<file path="src/rtl/trivium_session_ctrl.sv">
// Session sequencer for a Trivium keystream core: seed load, warm-up, then one byte
// per valid/ready handshake XORed with the next 8 keystream bits (LSB first).
module trivium_session_ctrl #(
    parameter int unsigned WARMUP_CYCLES = 1152,
    parameter int unsigned CNT_W         = 16
) (
    input  logic             clk_i,
    input  logic             rst_ni,
    input  logic             seed_valid_i,
    input  logic [7:0]       seed_data_i,
    input  logic             clear_i,
    input  logic             in_valid_i,
    input  logic [7:0]       in_data_i,
    output logic             in_ready_o,
    output logic             out_valid_o,
    output logic [7:0]       out_data_o,
    input  logic             out_ready_i,
    output logic             core_load_o,
    output logic [7:0]       core_seed_o,
    output logic             core_clear_o,
    output logic             core_step_o,
    input  logic             core_ks_i,
    output logic             keyed_o,
    output logic             busy_o,
    output logic [CNT_W-1:0] byte_count_o
);

    localparam int unsigned WarmW = $clog2(WARMUP_CYCLES + 1);
    localparam logic [WarmW-1:0] WarmLast = WarmW'(WARMUP_CYCLES - 1);

    typedef enum logic [2:0] {StIdle, StLoad, StWarm, StReady, StGen, StOut} state_e;

    state_e             state_q;
    logic [WarmW-1:0]   warm_cnt_q;
    logic [2:0]         bit_cnt_q;
    logic [7:0]         ks_q;
    logic [7:0]         data_q;
    logic               in_ready_q;
    logic               out_valid_q;
    logic [7:0]         out_data_q;
    logic               core_load_q;
    logic [7:0]         core_seed_q;
    logic               core_clear_q;
    logic               core_step_q;
    logic               keyed_q;
    logic               busy_q;
    logic [CNT_W-1:0]   byte_count_q;

    // All outputs are registered, so each transition also sets the outputs of the state it enters.
    always_ff @(posedge clk_i) begin
        if (!rst_ni) begin
            state_q      <= StIdle;
            warm_cnt_q   <= '0;
            bit_cnt_q    <= '0;
            ks_q         <= '0;
            data_q       <= '0;
            in_ready_q   <= 1'b0;
            out_valid_q  <= 1'b0;
            out_data_q   <= '0;
            core_load_q  <= 1'b0;
            core_seed_q  <= '0;
            core_clear_q <= 1'b0;
            core_step_q  <= 1'b0;
            keyed_q      <= 1'b0;
            busy_q       <= 1'b0;
            byte_count_q <= '0;
        end else begin
            core_load_q  <= 1'b0;
            core_clear_q <= 1'b0;
            if (clear_i) begin
                state_q      <= StIdle;
                core_clear_q <= 1'b1;
                keyed_q      <= 1'b0;
                out_valid_q  <= 1'b0;
                byte_count_q <= '0;
                in_ready_q   <= 1'b0;
                core_step_q  <= 1'b0;
                busy_q       <= 1'b0;
            end else if (seed_valid_i) begin
                // Rekey from any state drops the in-flight and pending byte.
                state_q      <= StLoad;
                core_seed_q  <= seed_data_i;
                core_load_q  <= 1'b1;
                keyed_q      <= 1'b0;
                out_valid_q  <= 1'b0;
                byte_count_q <= '0;
                in_ready_q   <= 1'b0;
                core_step_q  <= 1'b0;
                busy_q       <= 1'b1;
            end else begin
                unique case (state_q)
                    StLoad: begin
                        state_q     <= StWarm;
                        warm_cnt_q  <= '0;
                        core_step_q <= 1'b1;
                    end
                    StWarm: begin
                        if (warm_cnt_q == WarmLast) begin
                            state_q     <= StReady;
                            core_step_q <= 1'b0;
                            keyed_q     <= 1'b1;
                            in_ready_q  <= 1'b1;
                            busy_q      <= 1'b0;
                        end else begin
                            warm_cnt_q <= warm_cnt_q + WarmW'(1);
                        end
                    end
                    StReady: begin
                        if (in_valid_i) begin
                            state_q     <= StGen;
                            data_q      <= in_data_i;
                            bit_cnt_q   <= '0;
                            in_ready_q  <= 1'b0;
                            core_step_q <= 1'b1;
                            busy_q      <= 1'b1;
                        end
                    end
                    StGen: begin
                        ks_q[bit_cnt_q] <= core_ks_i;
                        bit_cnt_q       <= bit_cnt_q + 3'd1;
                        if (bit_cnt_q == 3'd7) begin
                            state_q     <= StOut;
                            out_data_q  <= data_q ^ {core_ks_i, ks_q[6:0]};
                            out_valid_q <= 1'b1;
                            core_step_q <= 1'b0;
                            busy_q      <= 1'b0;
                        end
                    end
                    StOut: begin
                        if (out_ready_i) begin
                            state_q      <= StReady;
                            out_valid_q  <= 1'b0;
                            byte_count_q <= byte_count_q + CNT_W'(1);
                            in_ready_q   <= 1'b1;
                        end
                    end
                    default: begin
                    end
                endcase
            end
        end
    end

    assign in_ready_o   = in_ready_q;
    assign out_valid_o  = out_valid_q;
    assign out_data_o   = out_data_q;
    assign core_load_o  = core_load_q;
    assign core_seed_o  = core_seed_q;
    assign core_clear_o = core_clear_q;
    assign core_step_o  = core_step_q;
    assign keyed_o      = keyed_q;
    assign busy_o       = busy_q;
    assign byte_count_o = byte_count_q;

endmodule

</file>
<file path="config.mk">
export PLATFORM = sky130hd
export DESIGN_NAME = trivium_session_ctrl
export DESIGN_NICKNAME = d
export VERILOG_FILES = /design/src/rtl/trivium_session_ctrl.sv
export SDC_FILE = /design/constraint.sdc
export NUM_CORES = 1
export LEC_CHECK = 0
export CAP_MARGIN = 5
export CORE_MARGIN = 2
export CORE_UTILIZATION = 47
export CTS_CLUSTER_SIZE = 14
export DETAILED_ROUTE_END_ITERATION = 8
export PLACE_DENSITY = 0.75
export SLEW_MARGIN = 30
export SYNTH_ARGS = -nofsm -noshare
export SYNTH_HDL_FRONTEND = slang
export SYNTH_SLANG_ARGS = --single-unit
</file>
<file path="constraint.sdc">
create_clock -name clk_i -period 2.2 [get_ports clk_i]
set_clock_uncertainty 0.2 [all_clocks]
set_input_delay 0.44 -clock clk_i [delete_from_list [all_inputs] [get_ports clk_i]]
set_output_delay 0.44 -clock clk_i [all_outputs]
set_load 0.05 [all_outputs]
</file>
==> flow_metrics.tcl, run 1 <==
set metrics [dict create \
    path_clk_slew_ns 0.07 \
    slew_viol_final 0 \
    syn_area_per_cell_um2 8.675 \
    root_buffer "clkbuf_8" \
    synth_common_cells "dfxtp_1, nor2_1, nand2_1" \
    finalHoldViolCount 0 \
    drc_errors 0 \
    syn_nets 401 \
    synthCells 374 \
    ctsHoldBuffers 0 \
    die_x_um 87.09 \
    wl_mm 7.073 \
    dpl-instance-area_um2 4079 \
    end_kind "output port" \
    cp_max_fo 2 \
    synthTopCellsByArea "dfxtp_1, nor2_1, mux2i_1" \
    dp_worst_setup_slack_ns -0.3765 \
    port_buffers 61 \
    diodes 0 \
    period_minus_slack_ns 2.153 \
    syn_to_final_growth_pct 33.67 \
    grt.overflow.total 0 \
    cp.arrival_ns 1.51 \
    grt_start_max_net_pins 40 \
    drt_iter0_drc 146 \
    first_global_vias 2634 \
    critPathKind "reg -> out" \
    grt_usage_pct 19.08 \
    yosys_warnings 0 \
    utilization_pct 64.54 \
    fillers 559 \
    crit_buf_inv 1 \
    wire_per_inst_um 13.25 \
    ctsLongestPathBuffers 2 \
    final_area_um2 4337 \
    slew_headroom_pct 64.71 \
    worstPathCellList "clkdlybuf4s50_1" \
    cts_num_sinks 71 \
    multi_input_area_um2 1735 \
    critPathMaxStageDelay_ns 0.81 \
    netlist-cell-type-count 46 \
    synth-edff-count 0 \
    firstDrtPassIters 4 \
    rsz0062_at_grt "true" \
    htreeDepth 3 \
    grt_pass1_wl_mm 11.46 \
    design.core.area_um2 6719 \
    crit_path_start_kind "flop" \
    status "complete, no violations" \
    synth.ff_latch_count 71 \
    synth.most_common_cell "dfxtp_1" \
    antenna_found_initial 0 \
    crit_required_ns 1.56 \
    routabilityCongestion 0.7981 \
    p_total_mw 2.494 \
    yosysTopAreaCellShare_pct 43.81 \
    fin_cells 534 \
    drive_above_1_share_pct 15.86 \
    fin_crit_sh_pct 97.87 \
    async_reset_ff_share_pct 0 \
    cts_tree "yes" \
    peakVddDrop_mv 0.3310 \
    synth_top_area_cell "dfxtp_1" \
    vias_per_cell 5.444 \
    seq_area_um2 1421 \
    ios 62 \
    fin_nets 476 \
    cap_violations 0 \
    rows 30 \
    clk_latency_ns 0.34 \
    setup_ws_ns 0.04690 \
    hp-class "reg -> reg" \
    p_per_area_nw_per_um2 575.2 \
    tightest_slew_ns 0.5284 \
    hpwl_mm 5.074 \
    antenna_left 0 \
    cp_top_family "buffers and inverters" \
    seq_area_frac_synth_pct 43.81 \
    die_y_um 87.09 \
    crit_slowest_cell "clkdlybuf4s50_1" \
    leakagePower_nw 1.598 \
    vias 2907 \
    start_util_pct 48.29 \
    setup_viol 0 \
    fmax_mhz 464.4 \
    setup_tns_ns 0 \
    die-area_um2 7584 \
    worst_hold_slack_ns 0.2627 \
    ys.flop_type "dfxtp_1" \
    dp_cells 517 \
    cts_made_buffers 9 \
    netlist_area_um2 3244 \
]
final timing paths:
| check | startpoint | to | slack [ns] | cells past startpoint |
|---|---|---|---|---|
| hold reg to reg | core_seed_o[6]$_SDFFE_PN0P_ | core_seed_o[6]$_SDFFE_PN0P_ | 0.26 | 2 |
| setup / recovery | out_data_o[0]$_SDFFE_PN0P_ | out_data_o[0] | 0.05 | 1 |
| setup reg to reg | warm_cnt_q[0]$_SDFFE_PN0P_ | warm_cnt_q[3]$_SDFFE_PN0P_ | 0.12 | 5 |
| hold / removal | core_seed_o[6]$_SDFFE_PN0P_ | core_seed_o[6]$_SDFFE_PN0P_ | 0.26 | 2 |
sequential cells by signal, summed over array words and instances (netlist names):
register / flops
state_q: 3
keyed_o: 1
byte_count_o: 16
core_seed_o: 8
bit_cnt_q: 3
data_q: 8
warm_cnt_q: 11
out_data_o: 8
core_step_o: 1
in_ready_o: 1
ks_q: 7
core_load_o: 1
busy_o: 1
core_clear_o: 1
out_valid_o: 1
area by class of cell:
type,instances,area share (%)
multi-input cells,270,40.02
flip-flops and latches,71,32.78
clock inverters,6,1.414
clock buffers,10,2.943
well taps,80,2.308
repair buffers,89,19.85
inverters,8,0.6924
layout by cell type (no fill, tap or decap), types with 7 or more instances in the layout:
cell	netlist	routed
xnor2_1	15	15
nor3_1	8	8
nand3_1	9	9
mux2i_1	18	18
dfxtp_1	71	71
clkbuf_8	0	9
or4_1	7	7
nand2b_1	7	7
nand2_1	40	40
nor2_1	50	50
a21oi_1	28	28
o21ai_0	8	8
buf_4	2	30
inv_1	8	8
a211oi_1	7	7
clkdlybuf4s50_1	0	43
o31ai_1	8	8
worst reg2reg max path, cell delays in order, from the launching register on:
cell and delay, ns:
dfxtp_1 0.37, ha_1 0.26, and2_1 0.21, and4_2 0.31
or4_1 0.52, a21oi_1 0.14
per-layer routing:
layer	part of all wire, %	track usage, %	vias to the layer above
met1	44	22.96	1386
met5	0	0	-
li1	-	-	1461
met3	3.6	5.213	13
met2	50	32.27	47
met4	1.6	7.386	0
report_power, final:
part           total (mW)  leakage (nW)  internal [mW]  switching, mW
Clock               0.997        0.0960          0.519          0.478
Combinational       0.196         0.928         0.0872          0.109
Sequential           1.30         0.573           1.30        0.00568
Total                2.49          1.60           1.90          0.592
logic make-up after synthesis:
family,Yosys count,synth area share [%]
adder cells (fa/ha/maj),4,1.543
flip-flops,71,43.81
buffers and inverters,33,4.281
multiplexers,18,5.553
XOR/XNOR,18,4.860
AO/OA/AOI/OAI,67,13.42
AND/OR/NAND/NOR,163,26.53
repair_timing:
item	in CTS	in global routing
setup endpoints to repair	8	21
setup buffers	0	1
resized for setup	8	13
(Power assumes the default switching activity.)
==> run 2, diff against run 1 <==
- REMOVE_ABC_BUFFERS: unset -> 1
==> run 2 against run 1 <==
Against the previous run:
- critical path depth stayed put
- die area stayed put
- largest cell class unchanged
- clock power is 9.6% lower
- clock-buffer cell count is 3 higher
- first-iteration DRC count is 23% lower
- via count is 2.5% higher
- combinational power is 3% lower
- routed wire length is 6.0% higher
- critical endpoint is now byte_count_o[12]
==> flow_metrics.tcl, run 2 (synthesized netlist as in run 1, its figures left out) <==
set metrics [dict create \
    status "complete, no violations" \
    wire_per_inst_um 13.99 \
    hold_end "core_seed_o[1]$_SDFFE_PN0P_" \
    hp-start "core_seed_o[1]$_SDFFE_PN0P_" \
    vias_per_cell 5.560 \
    hpwl_mm 5.022 \
    worstPathCellList "clkdlybuf4s50_1" \
    die_x_um 87.09 \
    leakagePower_nw 1.604 \
    cts_num_sinks 71 \
    antenna_found_initial 0 \
    grt_start_max_net_pins 40 \
    p_per_area_nw_per_um2 549.7 \
    period_minus_slack_ns 2.149 \
    fillers 584 \
    setup_tns_ns 0 \
    dp_cells 516 \
    syn_to_final_growth_pct 34.21 \
    diodes 0 \
    r2r_cells 5 \
    rows 30 \
    crit_slowest_cell "clkdlybuf4s50_1" \
    fin_crit_sh_pct 97.69 \
    setup_viol 0 \
    cp.arrival_ns 1.51 \
    layout_common_cells "dfxtp_1, nor2_1, clkdlybuf4s50_1" \
    reg2reg_from "warm_cnt_q[0]$_SDFFE_PN0P_" \
    timing.rr.end "warm_cnt_q[6]$_SDFFE_PN0P_" \
    reg2reg_slack_ns 0.12 \
    final_common_cell "dfxtp_1" \
    largest_reg_flops 16 \
    hold-path-cell-count 2 \
    cts_made_buffers 9 \
    critPathMaxStageDelay_ns 0.81 \
    peakVddDrop_mv 0.3483 \
    root_buffer "clkbuf_8" \
    cp_max_fo 4 \
    fin_nets 480 \
    firstDrtPassIters 4 \
    vias 2980 \
    cap_violations 0 \
    tightest_slew_ns 0.5115 \
    drc_errors 0 \
    slew_viol_final 0 \
    ctsLongestPathBuffers 2 \
    routabilityCongestion 0.8228 \
    crit_buf_inv 1 \
    wl_mm 7.498 \
    crit_path_start_kind "flop" \
    grt_pass1_wl_mm 12.32 \
    htreeDepth 3 \
    worst_hold_slack_ns 0.2587 \
    port_buffers 61 \
    die-area_um2 7584 \
    fin_cells 536 \
    cts_tree "yes" \
    rsz0062_at_grt "false" \
    path_clk_slew_ns 0.07 \
    grt.overflow.total 0 \
    utilization_pct 64.80 \
    ctsHoldBuffers 0 \
    drt_iter0_drc 112 \
    first_global_vias 2777 \
    final_area_um2 4354 \
    hp-class "reg -> reg" \
    cp_num_cells 1 \
    finalHoldViolCount 0 \
    antenna_left 0 \
    ios 62 \
    crit_required_ns 1.56 \
    drive_above_1_share_pct 16.45 \
    start_util_pct 48.29 \
    clk_latency_ns 0.34 \
    design.core.area_um2 6719 \
    grt_usage_pct 20.35 \
    dpl-instance-area_um2 4059 \
    end_kind "output port" \
    fmax_mhz 465.3 \
    critPathKind "reg -> out" \
    die_y_um 87.09 \
    cp_top_family "buffers and inverters" \
    slew_headroom_pct 65.79 \
]
## run 2: layout make-up
| type | instances | area (um2) | area share [%] |
|---|---|---|---|
| Sequential cell | 71 | 1424 | 32.70 |
| Multi-Input combinational cell | 270 | 1725 | 39.63 |
| Clock buffer | 13 | 158.9 | 3.649 |
| Inverter | 8 | 30.03 | 0.6897 |
| Tap cell | 80 | 100.1 | 2.299 |
| Timing Repair Buffer | 93 | 910.9 | 20.92 |
| Clock inverter | 1 | 5.005 | 0.1149 |
## run 2: how the worst max path moves through the flow
stage	to	from	slack (ns)
3_3_place_gp	ks_q[3]$_SDFFE_PN0P_	clear_i	-0.34
6_report	byte_count_o[12]	byte_count_o[12]$_SDFFE_PP0P_	0.05
5_1_grt	warm_cnt_q[3]$_SDFFE_PN0P_	warm_cnt_q[0]$_SDFFE_PN0P_	0.003
4_1_cts	ks_q[3]$_SDFFE_PN0P_	clear_i	0.01
2_1_floorplan	warm_cnt_q[3]$_SDFFE_PN0P_	state_q[0]$_SDFFE_PP0P_	-0.22
3_5_place_dp	ks_q[3]$_SDFFE_PN0P_	clear_i	-0.33
## run 2: worst min-delay path, stage by stage, from the launching register on
cell,delay [ns]
dfxtp_1,0.31
nand2_1,0.05
a21oi_1,0.05
## run 2: timing repair
item	CTS	global route
endpoints found under the setup margin	7	16
hold endpoints to repair	0	0
pin swaps	0	2
resized for setup	7	17
buffers inserted	0	5
gates cloned	0	1
## run 2: routing by layer
layer / part of all wire [%] / vias to the layer above / global-route usage (%)
met5: 0 / - / 0
met4: 2.8 / 0 / 11.22
met3: 3.9 / 20 / 4.455
met2: 49 / 60 / 32.82
met1: 45 / 1421 / 25.15
li1: - / 1479 / -
## run 2: per-stage QoR
step	worst slack (ns)	power, mW
after detailed placement	-0.3278	1.520
after global placement	-0.3356	1.518
after floorplan	-0.2238	1.418
after CTS	0.01348	2.413
final	0.05092	2.394
after global routing	0.003290	2.483
## run 2: report_power, final
group	switching, mW	internal, mW	leakage (nW)	total (mW)
clock network	0.444	0.458	0.0854	0.901
logic	0.107	0.0828	0.944	0.190
registers	0.00606	1.30	0.574	1.30
total	0.557	1.84	1.60	2.39
==> run 3, diff against run 2 <==
- CORE_UTILIZATION: 47 -> 56
- PLACE_DENSITY: 0.75 -> 0.84
- clock period: 2.2 -> 2.7 ns (I/O delays scaled with it)
==> run 3 against run 2 <==
Against the previous run:
- core utilization up 11 points
- flip-flop and latch count unchanged
- clock power down 6.9%
- via count down 3.8%
- critical path depth unchanged
- global-route usage up 3.5 points
- first-iteration DRC count up 18%
- sequential share of layout area up 1.4 points
- routed wire length down 7.1%
- power down 14%
- non-clock buffer count down 15
- register-to-register slack better by 0.21 ns
==> flow_metrics.tcl, run 3 (synthesized netlist as in run 1, its figures left out) <==
set metrics [dict create \
    vias 2866 \
    slew_headroom_pct 64.25 \
    cts_tree "yes" \
    fin_nets 465 \
    crit_slowest_cell "clkdlybuf4s50_1" \
    cap_violations 0 \
    drive_above_1_share_pct 10.38 \
    die-area_um2 6418 \
    cts_setup_buffers 0 \
    hold_end "core_seed_o[0]$_SDFFE_PN0P_" \
    leakagePower_nw 1.402 \
    end_kind "output port" \
    fin_crit_sh_pct 88.30 \
    dp_cells 499 \
    p_total_mw 2.047 \
    reg2reg_from "state_q[1]$_SDFFE_PP0P_" \
    ios 62 \
    layout_common_cells "dfxtp_1, clkdlybuf4s50_1, nor2_1" \
    cp_top_family "buffers and inverters" \
    setup_ws_ns 0.3158 \
    hpwl_mm 4.895 \
    wire_per_inst_um 13.53 \
    setup_viol 0 \
    hold-path-cell-count 2 \
    grt_start_max_net_pins 39 \
    period_minus_slack_ns 2.384 \
    cp_max_fo 7 \
    cts_num_sinks 71 \
    cts_resized 0 \
    utilization_pct 75.34 \
    routabilityCongestion 0.8230 \
    root_buffer "clkbuf_8" \
    finalHoldViolCount 0 \
    first_global_vias 2652 \
    port_buffers 61 \
    crit_required_ns 1.96 \
    cts_made_buffers 9 \
    fin_cells 515 \
    ctsLongestPathBuffers 2 \
    clk_latency_ns 0.35 \
    peakVddDrop_mv 0.3834 \
    final_common_cell "dfxtp_1" \
    dp_worst_setup_slack_ns -0.007309 \
    hp-start "core_seed_o[0]$_SDFFE_PN0P_" \
    start_util_pct 58.56 \
    drc_errors 0 \
    largest_reg_flops 16 \
    path_clk_slew_ns 0.07 \
    syn_to_final_growth_pct 28.65 \
    rsz0062_at_grt "false" \
    design.core.area_um2 5540 \
    crit_path_start_kind "flop" \
    grt_pass1_wl_mm 12.08 \
    worstPathCellList "clkdlybuf4s50_1" \
    fmax_mhz 419.4 \
    htreeDepth 3 \
    firstDrtPassIters 4 \
    cp.arrival_ns 1.64 \
    antenna_left 0 \
    r2r_cells 5 \
    timing.rr.end "warm_cnt_q[7]$_SDFFE_PN0P_" \
    critPathKind "reg -> out" \
    grt.overflow.total 0 \
    hp-class "reg -> reg" \
    critPathMaxStageDelay_ns 0.85 \
    drt_iter0_drc 132 \
    grt_usage_pct 23.80 \
    reg2reg_slack_ns 0.33 \
    crit_buf_inv 1 \
    p_per_area_nw_per_um2 490.5 \
    status "complete, no violations" \
    rows 27 \
    die_y_um 80.12 \
    tightest_slew_ns 0.5362 \
    vias_per_cell 5.565 \
    ctsHoldBuffers 0 \
    slew_viol_final 0 \
    diodes 0 \
    wl_mm 6.966 \
    antenna_found_initial 0 \
    die_x_um 80.12 \
]
-- run 3: changes by cell type in the layout (fill, tap and decap cells not counted), sizes merged --
cell,change
bufinv,+1
buf,-22
clkinvlp,+2
clkinv,+2
clkbuf,-4
clkdlybuf4s50,+19
dlymetal6s2s,-4
dlygate4sd2,-7
-- run 3: how the worst max path moves through the flow --
stage                                      end                           from  cells after the start
global route        warm_cnt_q[7]$_SDFFE_PN0P_        state_q[1]$_SDFFE_PP0P_                      5
finish                        byte_count_o[10]  byte_count_o[10]$_SDFFE_PP0P_                      1
detailed placement        ks_q[3]$_SDFFE_PN0P_                        clear_i                      6
CTS                           byte_count_o[10]  byte_count_o[10]$_SDFFE_PP0P_                      1
global placement          ks_q[3]$_SDFFE_PN0P_                        clear_i                      6
floorplan           warm_cnt_q[3]$_SDFFE_PN0P_        state_q[0]$_SDFFE_PP0P_                      4
-- run 3: layout make-up --
class	count	area (um2)
clock buffers	10	137.6
multi-input cells	270	1684
flip-flops and latches	71	1421
fillers	433	1366
well taps	72	90.09
clock inverters	6	60.06
repair buffers	78	750.7
inverters	8	30.03
-- run 3: power breakdown --
group | switching, mW | internal, mW | leakage, nW
sequential | 0.00725 | 1.06 | 0.573
clock | 0.392 | 0.446 | 0.0981
combinational | 0.0825 | 0.0634 | 0.731
-- run 3: through the flow --
| step | setup TNS, ns | hold slack, ns | instance area [um2] |
|---|---|---|---|
| global placement | 0 | 0.2417 | 3976 |
| floorplan | 0 | 0.2379 | 3136 |
| global route | 0 | 0.2856 | 4174 |
| detailed placement | -0.007309 | 0.2491 | 3976 |
| CTS | 0 | 0.2601 | 4174 |
| finish | 0 | 0.2584 | 4174 |
-- run 3: layer usage --
| layer | global-route usage (%) | part of all wire (%) | wire length [um] | vias to the layer above |
|---|---|---|---|---|
| li1 | - | - | - | 1454 |
| met3 | 5.506 | 4.7 | 328 | 10 |
| met5 | 0 | 0 | 0 | - |
| met2 | 39.00 | 49 | 3383 | 63 |
| met1 | 29.84 | 45 | 3139 | 1339 |
| met4 | 10.51 | 1.6 | 114 | 0 |
